===== src/rtl/vram_arbiter.sv =====
// vram_arbiter: shares one synchronous single-port video RAM between a CPU
// port and a CRTC fetch port. Each access takes four cycles
// (IDLE -> ISSUE -> CAPTURE -> DONE). Video fetches normally win. A streak
// counter lets the CPU in after STARVE_LIMIT back-to-back video grants that
// were made while the CPU was waiting.
//
// Handshake: each REQ is a level held by its requester until the matching
// one-cycle ACK pulse. Address, data and WE are sampled only on the grant
// edge. DO is valid while ACK is high and holds until that port's next read.
// A REQ still high in the IDLE cycle after ACK falls is a new request.
module vram_arbiter #(
    parameter int ADDR_WIDTH   = 13,
    parameter int STARVE_LIMIT = 3
) (
    input  logic                  CLK,
    input  logic                  RESET,
    // CPU port
    input  logic                  CPU_REQ,
    input  logic                  CPU_WE,
    input  logic [ADDR_WIDTH-1:0] CPU_A,
    input  logic [7:0]            CPU_DI,
    output logic [7:0]            CPU_DO,
    output logic                  CPU_ACK,
    // CRTC fetch port (read only)
    input  logic                  VID_REQ,
    input  logic [ADDR_WIDTH-1:0] VID_A,
    output logic [7:0]            VID_DO,
    output logic                  VID_ACK,
    // RAM port (registered outputs)
    output logic [ADDR_WIDTH-1:0] RAM_ADDR,
    output logic [7:0]            RAM_WD,
    output logic                  RAM_WE,
    input  logic [7:0]            RAM_Q,
    // Debug view of the FSM state (IDLE=0, ISSUE=1, CAPTURE=2, DONE=3)
    output logic [1:0]            DBG_STATE
);

    // Streak counter must hold the value STARVE_LIMIT itself.
    localparam int SW = (STARVE_LIMIT < 1) ? 1 : $clog2(STARVE_LIMIT + 1);
    localparam logic [SW-1:0] STREAK_MAX = SW'(STARVE_LIMIT);

    typedef enum logic [1:0] {
        IDLE    = 2'd0,
        ISSUE   = 2'd1,
        CAPTURE = 2'd2,
        DONE    = 2'd3
    } state_t;

    state_t        state;
    logic [SW-1:0] streak;
    logic          owner_cpu;    // 1: current access belongs to the CPU
    logic          owner_write;  // 1: current access is a CPU write

    logic          any_req;
    logic          cpu_wins;
    logic [SW-1:0] streak_next;

    assign DBG_STATE = state;

    // Grant decision and streak bookkeeping for the next grant edge.
    always_comb begin
        any_req     = CPU_REQ | VID_REQ;
        cpu_wins    = CPU_REQ & (~VID_REQ | (streak == STREAK_MAX));
        streak_next = streak;
        if (cpu_wins) begin
            streak_next = '0;
        end else if (CPU_REQ) begin
            // Video won while the CPU waited; count it, saturating.
            streak_next = (streak == STREAK_MAX) ? streak : streak + 1'b1;
        end else begin
            streak_next = '0;
        end
    end

    // Access sequencer: grant, issue to RAM, capture read data, acknowledge.
    always_ff @(posedge CLK or posedge RESET) begin
        if (RESET) begin
            state       <= IDLE;
            streak      <= '0;
            owner_cpu   <= 1'b0;
            owner_write <= 1'b0;
            RAM_ADDR    <= '0;
            RAM_WD      <= '0;
            RAM_WE      <= 1'b0;
            CPU_DO      <= '0;
            VID_DO      <= '0;
            CPU_ACK     <= 1'b0;
            VID_ACK     <= 1'b0;
        end else begin
            case (state)
                IDLE: begin
                    CPU_ACK <= 1'b0;
                    VID_ACK <= 1'b0;
                    if (any_req) begin
                        streak <= streak_next;
                        if (cpu_wins) begin
                            RAM_ADDR    <= CPU_A;
                            RAM_WD      <= CPU_DI;
                            RAM_WE      <= CPU_WE;
                            owner_cpu   <= 1'b1;
                            owner_write <= CPU_WE;
                        end else begin
                            RAM_ADDR    <= VID_A;
                            RAM_WE      <= 1'b0;
                            owner_cpu   <= 1'b0;
                            owner_write <= 1'b0;
                        end
                        state <= ISSUE;
                    end else begin
                        RAM_WE <= 1'b0;
                    end
                end
                ISSUE: begin
                    // RAM samples address/WE on this edge; its Q is valid next.
                    RAM_WE <= 1'b0;
                    state  <= CAPTURE;
                end
                CAPTURE: begin
                    if (owner_cpu) begin
                        // Writes leave CPU_DO holding the last read value.
                        if (!owner_write) begin
                            CPU_DO <= RAM_Q;
                        end
                        CPU_ACK <= 1'b1;
                    end else begin
                        VID_DO  <= RAM_Q;
                        VID_ACK <= 1'b1;
                    end
                    state <= DONE;
                end
                DONE: begin
                    CPU_ACK <= 1'b0;
                    VID_ACK <= 1'b0;
                    state   <= IDLE;
                end
                default: begin
                    RAM_WE  <= 1'b0;
                    CPU_ACK <= 1'b0;
                    VID_ACK <= 1'b0;
                    state   <= IDLE;
                end
            endcase
        end
    end

endmodule


===== config.mk =====
export PLATFORM = sky130hd
export DESIGN_NAME = vram_arbiter
export DESIGN_NICKNAME = d
export VERILOG_FILES = /design/src/rtl/vram_arbiter.sv
export SDC_FILE = /design/constraint.sdc
export NUM_CORES = 1
export LEC_CHECK = 0
export ABC_AREA = 1
export ABC_CLOCK_PERIOD_IN_PS = 1500
export BUFFER_PORTS_ARGS = -buffer_cell sky130_fd_sc_hd__buf_2
export CAP_MARGIN = 20
export CORE_AREA = 2 2 71 73
export DETAILED_ROUTE_END_ITERATION = 7
export DIE_AREA = 0 0 73 75
export GPL_TIMING_DRIVEN = 0
export PLACE_DENSITY_LB_ADDON = 0.05
export SKIP_CTS_REPAIR_TIMING = 1
export SLEW_MARGIN = 0
export SYNTH_ARGS = -nofsm -noshare
export SYNTH_HDL_FRONTEND = slang
export SYNTH_SLANG_ARGS = --single-unit

===== constraint.sdc =====
create_clock -name CLK -period 1.5 [get_ports CLK]
set_clock_uncertainty 0.05 [all_clocks]
set_input_delay 0.075 -clock CLK [delete_from_list [all_inputs] [get_ports CLK]]
set_output_delay 0.075 -clock CLK [all_outputs]
set_load 0.05 [all_outputs]

==> impl_table.tex <==
\begin{tabular}{lr}
\hline
Metric & Value \\
\hline
\multicolumn{2}{l}{\textbf{Yosys}} \\
Dominant cell type by area after synthesis & dfrtp\_1 \\
Sequential-to-total area share from yosys stat & 53.1\% \\
Post-synthesis cell area & 2170 µm² \\
Post-synth top area share & 53.1\% \\
Flip-flop and latch count after synthesis & 46 \\
Top cells by area in the synthesized netlist & dfrtp\_1 53\%, nand2\_1 15\%, inv\_1 7.8\% \\
Count of cell types in the netlist & 23 \\
Cells after Synth & 253 \\
Number of nets produced by synthesis & 304 \\
Post-Syn Area per Cell & 8.56 µm² \\
Number of synthesis warnings & 0 \\
\multicolumn{2}{l}{\textbf{Floorplan}} \\
Number of I/O pins & 89 \\
Std-Cell Rows & 25 \\
Floorplan core area & 4660 µm² \\
Initial Util & 46.5\% \\
Die Wd & 73 µm \\
DIE AREA & 5480 µm² \\
Die span in y & 75 µm \\
\multicolumn{2}{l}{\textbf{Timing}} \\
Hold\_ws & -6.99 ps \\
Peak Freq & 677 MHz \\
Worst-case setup margin in the final layout & 23.7 ps \\
Final Hold Violating Endpoints & 1 \\
Pin slew with the least headroom to its limit & 437 ps \\
Normalized max-slew margin & 70.8\% \\
Fin crit share & 98.4\% \\
Pins over their slew limit & 0 \\
RSZ-0062 raised after global routing & yes \\
Setup-violating endpoint count in the final report & 0 \\
Min Clock Period, post-route & 1480 ps \\
Setup TNS & 0 ps \\
\multicolumn{2}{l}{\textbf{Clock tree}} \\
CTS Root Cell & clkbuf\_8 \\
CTS Buf Count & 5 \\
Clock Path Buffers & 2 \\
Clock insertion delay at the later pin of the skew report & 300 ps \\
Deepest level of the CTS H-tree & 2 \\
Reg clk slew, reported paths & 80 ps \\
TritonCTS clock tree & done \\
Number of sinks handled by clock tree synthesis & 46 \\
\multicolumn{2}{l}{\textbf{GRT}} \\
Overall overflow remaining after global route & 0 \\
Initial antenna violation count & 0 \\
Via count of the first global-routing pass & 1,675 \\
Overall Global Routing Usage & 17.8\% \\
Wire length of the first global-routing pass & 7400 µm \\
Maximum number of pins on one net before global-route repair & 29 \\
\multicolumn{2}{l}{\textbf{Route}} \\
DR vias & 1,956 \\
Number of routed nets with antenna violations & 0 \\
Routed WL per cell & 12.1 µm \\
Overall routed net length & 5150 µm \\
Post-route DRC & 0 \\
Number of design-rule violations left by the first detailed-router iteration & 82 \\
First-pass iteration count of the detailed router & 4 \\
Vias per cell & 4.59 \\
\multicolumn{2}{l}{\textbf{Min path}} \\
Worst min-delay path class & in -> reg \\
Hold Crit Start & RAM\_Q[0] \\
Cell depth of the worst min-delay path & 3 \\
Hold Crit Endpoint & CPU\_DO[0]\$\_DFFE\_PP0P\_ \\
\multicolumn{2}{l}{\textbf{Setup path}} \\
Crit path DAT & 1630 ps \\
Length in cells of the worst reg-to-reg path & 8 \\
Critical setup path kind & reg -> reg \\
Critical path startpoint category & flip-flop \\
Data required time at the worst endpoint & 1650 ps \\
Reg2reg end & CPU\_DO[7]\$\_DFFE\_PP0P\_ \\
Flop-to-flop setup slack & 20 ps \\
Kind of end point of the critical path & flip-flop \\
Peak fanout along the critical path & 8 \\
Beginning of the worst register-to-register path & DBG\_STATE[0]\$\_DFFE\_PP0P\_ \\
\multicolumn{2}{l}{\textbf{Placed design}} \\
Port Buffer Count & 88 \\
Routability congestion estimate from global placement & 0.737 \\
Final HPWL DP & 3400 µm \\
Placement Setup Slack & -13.3 ps \\
\multicolumn{2}{l}{\textbf{Power}} \\
Leakage power & 1.82 nW \\
Maximum vdd drop & 1.31 mV \\
Power density cells & 2390 nW/µm² \\
Post-layout total power & 7.37 mW \\
\multicolumn{2}{l}{\textbf{Layout}} \\
Number of diodes & 0 \\
Most common cell after layout, fill and taps aside & buf\_2 \\
Layout overhead on the synthesized area & 42.4\% \\
Share of final-layout standard cells stronger than drive strength 1 & 37.4\% \\
Final \#Nets & 422 \\
Commonest non-fill, non-tap cells in the layout & 89 x buf\_2, 83 x nand2\_1, 44 x dfrtp\_1, 41 x inv\_1, 27 x nand3\_1 \\
\multicolumn{2}{l}{\textbf{Job}} \\
Reported max-cap violation count & 0 \\
\multicolumn{2}{l}{\textbf{Status}} \\
Failing checks & negative hold slack \\
Result of the run & finished with violations \\
\hline
\end{tabular}
[how the worst max path moves through the flow]
stage | start | end | cells after the start
finish | DBG_STATE[0]$_DFFE_PP0P_ | CPU_DO[7]$_DFFE_PP0P_ | 8
global placement | RESET | DBG_STATE[1]$_DFFE_PP0P_ | 2
floorplan | DBG_STATE[0]$_DFFE_PP0P_ | CPU_DO[2]$_DFFE_PP0P_ | 8
detailed placement | DBG_STATE[1]$_DFFE_PP0P_ | DBG_STATE[1]$_DFFE_PP0P_ | 5
global route | DBG_STATE[0]$_DFFE_PP0P_ | CPU_DO[7]$_DFFE_PP0P_ | 8
CTS | DBG_STATE[0]$_DFFE_PP0P_ | DBG_STATE[1]$_DFFE_PP0P_ | 6
[logic make-up (layout without fill, tap and decap cells)]
group                    Yosys count  after routing  synth area share, %
flip-flops                        46             46                 53.1
adder cells (fa/ha/maj)            4              4                 2.31
buffers and inverters             56            175                 12.0
AND/OR/NAND/NOR                  121            121                 24.0
AO/OA/AOI/OAI                     26             26                 8.49
[power breakdown]
part | switching (mW) | internal (mW)
sequential | 0.342 | 1.84
clock | 0.435 | 0.491
combinational | 3.08 | 1.18
[layer usage]
layer | vias to the layer above | global-route usage (%) | wire length [µm]
li1 | 1012 | - | -
met1 | 873 | 23.0 | 2220
met2 | 66 | 28.9 | 2580
met3 | 5 | 4.82 | 292
met4 | 0 | 6.17 | 59
met5 | - | 0 | 0
[through the flow]
step                      cells  instance area [µm²]  utilization [%]
after floorplan             253                 2190                -
after global placement      395                 2700             57.9
after detailed placement    396                 2720             58.3
after CTS                   404                 2830             60.7
after global routing        426                 3080             66.2
final                       426                 3080             66.2
[registers in the layout (all words and copies together) (netlist names)]
register / cells
RAM_WD: 8
streak: 2
VID_ACK: 1
VID_DO: 8
owner_write: 1
RAM_WE: 1
RAM_ADDR: 13
CPU_DO: 8
CPU_ACK: 1
DBG_STATE: 2
owner_cpu: 1
[synth_stat cells (all sizes together)]
cell type	instances
o22ai	2
o31ai	1
ha	4
o21bai	1
nor2	1
o21ai	20
nor3b	1
buf	10
inv	46
or2	1
a21oi	2
nand3	28
nand4	1
dfrtp	46
nand2	89
[critical path: stages (launching register included)]
cell,delay [ps]
dfrtp_2,420
inv_2,90
ha_4,150
nand2_2,50
or2_1,220
buf_6,150
buf_12,140
nand2_2,50
o21ai_2,40
[final cells by class]
class	count	area [µm²]
Clock inverter	3	40.0
Buffer	10	100
Sequential cell	46	1150
Inverter	46	175
Tap cell	54	67.6
Fill cell	407	1580
Clock buffer	5	68.8
Timing Repair Buffer	111	687
Multi-Input combinational cell	151	792
(Power assumes the default switching activity.)
